## src/rtl/mmc3_irq_unit.sv

```systemverilog
// MMC3-family scanline IRQ engine: M2-filtered PPU A12 edge detection,
// reloadable down-counter with MMC3A/MMC3B zero rule, and save-state readout.
module mmc3_irq_unit #(
  parameter int unsigned A12_FILTER = 3,
  parameter int unsigned CNT_W      = 8
) (
  input  logic             i_clk,
  input  logic             i_rst_n,
  input  logic             i_m2,
  input  logic             i_ppu_a12,
  input  logic             i_mmc3a,
  input  logic             i_wr_latch,
  input  logic             i_wr_reload,
  input  logic             i_wr_irq_off,
  input  logic             i_wr_irq_on,
  input  logic [CNT_W-1:0] i_din,
  output logic             o_irq_n,
  input  logic [1:0]       i_ss_addr,
  output logic [7:0]       o_ss_dout_c
);

  localparam int unsigned LOW_W = 3;

  logic             r_m2_d;
  logic             r_a12_d;
  logic [LOW_W-1:0] r_low_cnt;
  logic [CNT_W-1:0] r_latch;
  logic [CNT_W-1:0] r_counter;
  logic             r_reload;
  logic             r_irq_en;
  logic             r_irq_pend;

  logic             w_m2_fall;
  logic             w_a12_rise;
  logic             w_clk_evt;
  logic [CNT_W-1:0] w_cnt_evt;
  logic             w_evt_fire;
  logic [LOW_W-1:0] w_low_next;
  logic [CNT_W-1:0] w_latch_next;
  logic [CNT_W-1:0] w_counter_next;
  logic             w_reload_next;
  logic             w_irq_en_next;
  logic             w_irq_pend_next;

  assign w_m2_fall  = r_m2_d & ~i_m2;
  assign w_a12_rise = ~r_a12_d & i_ppu_a12;
  assign w_clk_evt  = w_a12_rise & (r_low_cnt == LOW_W'(A12_FILTER));

  // Value the counter takes on an event; never decrements from zero.
  assign w_cnt_evt  = ((r_counter == '0) || r_reload) ? r_latch
                                                      : r_counter - CNT_W'(1);
  // MMC3A suppresses the IRQ when an idle zero counter reloads to zero.
  assign w_evt_fire = (w_cnt_evt == '0) &&
                      (!i_mmc3a || (r_counter != '0) || r_reload);

  always_comb begin
    w_low_next      = r_low_cnt;
    w_latch_next    = r_latch;
    w_counter_next  = r_counter;
    w_reload_next   = r_reload;
    w_irq_en_next   = r_irq_en;
    w_irq_pend_next = r_irq_pend;

    if (i_ppu_a12) begin
      w_low_next = '0;
    end else if (w_m2_fall && (r_low_cnt != LOW_W'(A12_FILTER))) begin
      w_low_next = r_low_cnt + LOW_W'(1);
    end

    if (w_clk_evt) begin
      w_counter_next = w_cnt_evt;
      w_reload_next  = 1'b0;
      if (r_irq_en && w_evt_fire) begin
        w_irq_pend_next = 1'b1;
      end
    end

    // CPU writes override a coincident event.
    if (i_wr_reload) begin
      w_counter_next = '0;
      w_reload_next  = 1'b1;
    end else if (i_wr_latch) begin
      w_latch_next = i_din;
    end

    if (i_wr_irq_off) begin
      w_irq_en_next   = 1'b0;
      w_irq_pend_next = 1'b0;
    end else if (i_wr_irq_on) begin
      w_irq_en_next = 1'b1;
    end
  end

  always_ff @(posedge i_clk) begin
    if (!i_rst_n) begin
      r_m2_d     <= 1'b0;
      r_a12_d    <= 1'b0;
      r_low_cnt  <= '0;
      r_latch    <= '0;
      r_counter  <= '0;
      r_reload   <= 1'b0;
      r_irq_en   <= 1'b0;
      r_irq_pend <= 1'b0;
      o_irq_n    <= 1'b1;
    end else begin
      r_m2_d     <= i_m2;
      r_a12_d    <= i_ppu_a12;
      r_low_cnt  <= w_low_next;
      r_latch    <= w_latch_next;
      r_counter  <= w_counter_next;
      r_reload   <= w_reload_next;
      r_irq_en   <= w_irq_en_next;
      r_irq_pend <= w_irq_pend_next;
      o_irq_n    <= ~w_irq_pend_next;
    end
  end

  always_comb begin
    o_ss_dout_c = '0;
    case (i_ss_addr)
      2'd0:    o_ss_dout_c = 8'(r_latch);
      2'd1:    o_ss_dout_c = 8'(r_counter);
      2'd2:    o_ss_dout_c = {5'b0, r_reload, r_irq_en, r_irq_pend};
      default: o_ss_dout_c = {5'b0, r_low_cnt};
    endcase
  end

endmodule
```

## config.mk

```make
export PLATFORM = sky130hd
export DESIGN_NAME = mmc3_irq_unit
export DESIGN_NICKNAME = d
export VERILOG_FILES = /design/src/rtl/mmc3_irq_unit.sv
export SDC_FILE = /design/constraint.sdc
export NUM_CORES = 1
export LEC_CHECK = 0
export ABC_AREA = 1
export BUFFER_PORTS_ARGS = -buffer_cell sky130_fd_sc_hd__buf_2
export CORE_MARGIN = 4
export CORE_UTILIZATION = 35
export DETAILED_ROUTE_END_ITERATION = 12
export GPL_ROUTABILITY_DRIVEN = 0
export PLACE_DENSITY = 0.67
export SYNTH_ARGS = -nofsm -noshare
export SYNTH_HDL_FRONTEND = slang
export SYNTH_SLANG_ARGS = --single-unit
```

## constraint.sdc

```tcl
create_clock -name i_clk -period 2.5 [get_ports i_clk]
set_clock_uncertainty 0.2 [all_clocks]
set_input_delay 0.125 -clock i_clk [delete_from_list [all_inputs] [get_ports i_clk]]
set_output_delay 0.125 -clock i_clk [all_outputs]
set_load 0.02 [all_outputs]
```

==> impl_metrics.toml <==
[detailed_routing]
drt-vias-per-instance = 4.690
dr.pass1.iters = 4
wire_per_inst_um = 11.20
routed-wl-met2_mm = 1.652
first_iter_violations = 56
drcViolationCount = 0
vias = 1482
routed-wl-met3_um = 133
wl_met1_mm = 1.681
highest_layer = "met4"
drt_wl_total_mm = 3.538
ant_nets = 0

[min_path]
hold_class = "primary input to register"

[timing]
layout_min_cycle_time_ns = 2.063
finalHoldViolations = 0
worst_pin_slew_ns = 0.4710
max_freq_mhz = 484.6
slew-limit-headroom_pct = 68.43
finalCritPeriodShare_pct = 82.54
maxSlewViolCount = 0
rsz0062_at_grt = "no"
totalNegativeSetupSlack_ns = 0
setup_viol = 0

[placement]
post-dp-hpwl_mm = 2.664
dp.cells = 297
place_area_um2 = 1608
io_buffer_count = 27

[worst_setup_path]
critPathKind = "register to register"
startpoint_type = "register"
cpMaxStageDelayCell = "nor3_2"
crit_chain = "ha_1 -> ha_1 -> inv_1 -> nor3_2 -> inv_1 -> o21ai_0 -> inv_1"
endpoint_kind = "register"
max_stage_delay_ns = 0.41
arrival_ns = 2.03
critPathRequiredTime_ns = 2.46
crit_fanout = 11
r2r_slack_ns = 0.44
crit_top_cell = "inv_1"

[floorplan]
die-width_um = 71.78
ios = 28
dieHeight_um = 71.78
start_util_pct = 37.48
dieArea_um2 = 5152
num_rows = 22
core_um2 = 3799

[yosys]
syn_nets = 248
synth.distinct_cells = 23
yosysSeqAreaShare_pct = 35.15
netlist_area_um2 = 1424
yosysWarnings = 0
synthCells = 225
ys_seq_elements = 25
syn_area_per_cell_um2 = 6.328

[cells_and_area]
mostFrequentLayoutCell = "nand2_1"
layout-drive-gt1-share_pct = 14.55
fill_cells = 407
diodes = 0
instances_no_fill = 316
final_nets = 292
syn_to_final_growth_pct = 26.63
final_cell_mix = "nand2_1, inv_1, buf_2"
final_area_um2 = 1803

[clock_network]
tritoncts = "built"
root_buffer = "clkbuf_8"
post_cts_resized = 0
post_cts_buffers = 0
cts_sinks = 25
clock_path_buffers = 2
htree_levels = 1
clkLatencyLatePin_ns = 0.27
holdBufCountCts = 15
clk_pin_slew_ns = 0.08
numCtsBuffers = 3

[global_routing]
grt_usage_pct = 14.99
grt_pass1_wl_mm = 6.258
grt.overflow.total = 0
antenna_found_initial = 0
grt_max_degree = 15
first_global_vias = 1411

[pwr]
powerDensity_nw_per_um2 = 423.0
p_leak_nw = 0.9317
total_power_mw = 0.7627
vdd_drop_max_mv = 0.3278

[job]
cap_violations = 0

[run_status]
outcome = "complete, no violations"
area by class of cell:
cell class | count | area (um^2) | area share [%]
flip-flops and latches | 25 | 500.5 | 27.76
well taps | 48 | 60.06 | 3.331
repair buffers | 42 | 285.3 | 15.82
multi-input cells | 157 | 762.0 | 42.26
clock buffers | 4 | 45.04 | 2.498
inverters | 40 | 150.1 | 8.328
through the flow:
| stage | utilization, % | setup WS, ns | hold slack, ns |
|---|---|---|---|
| 3_5_place_dp | 42.33 | 0.4366 | 0.1243 |
| 5_1_grt | 47.46 | 0.2663 | 0.01901 |
| 6_report | 47.46 | 0.4365 | 0.01718 |
| 2_1_floorplan | - | 0.7453 | 0.01845 |
| 4_1_cts | 47.46 | 0.4215 | 0.009411 |
| 3_3_place_gp | 42.33 | 0.4276 | 0.1161 |
layer usage:
metal / global-route usage (%) / up-vias
met5: 0 / -
met2: 25.61 / 41
met1: 19.17 / 639
li1: - / 795
met3: 1.683 / 7
met4: 5.846 / 0
cells by family after synthesis:
kind of cell / share of synthesized area [%]
simple gates: 34.18
buf+inv: 11.34
compound gates: 15.20
flops: 35.15
fa+ha+maj: 3.515
xor+xnor: 0.6152
path summary, 6_finish.rpt:
| kind | startpoint | endpoint | cells past startpoint |
|---|---|---|---|
| min reg2reg | r_latch[4] | r_latch[4] | 2 |
| min | i_rst_n | r_reload | 3 |
| max reg2reg | r_low_cnt[1] | r_counter[3] | 7 |
| max | r_low_cnt[1] | r_counter[3] | 7 |
state kept, by name, summed over array words and instances, names as in the netlist:
name and flops:
r_counter 8, r_latch 8, r_low_cnt 3, o_irq_n 1
r_a12_d 1, r_irq_en 1, r_irq_pend 1, r_m2_d 1
r_reload 1
worst max-delay path, delay by kind of cell (launching register included):
family                     cells  cell delay (ns)
and+or+nand+nor                1             0.41
adders and majority gates      2             0.33
buffers and inverters          3             0.40
AOI/OAI and AO/OA              1             0.27
DFF                            1             0.37
report_power, final:
group	switching [mW]	internal, mW	total (mW)
Sequential	0.00881	0.411	0.420
Combinational	0.0568	0.0466	0.103
Clock	0.126	0.114	0.240
Total	0.191	0.572	0.763
cell usage after synthesis:
library cell,instances,share of area [%]
a211oi_1,1,0.53
a21oi_1,15,5.3
a21oi_2,1,0.62
a31oi_1,1,0.44
clkbuf_1,3,0.79
dfxtp_1,25,35
ha_1,4,3.5
inv_1,39,10
inv_2,1,0.26
nand2_1,70,18
nand2_2,1,0.44
nand2_4,2,1.6
nand3_1,12,4.2
nand4_1,2,0.88
nor2_1,21,5.5
nor2_2,1,0.44
nor2_4,2,1.6
nor3_1,1,0.35
nor3_2,1,0.70
o2111ai_1,3,1.8
o21ai_0,16,5.6
o22ai_1,2,0.88
xnor2_1,1,0.62
(Power assumes the default switching activity.)
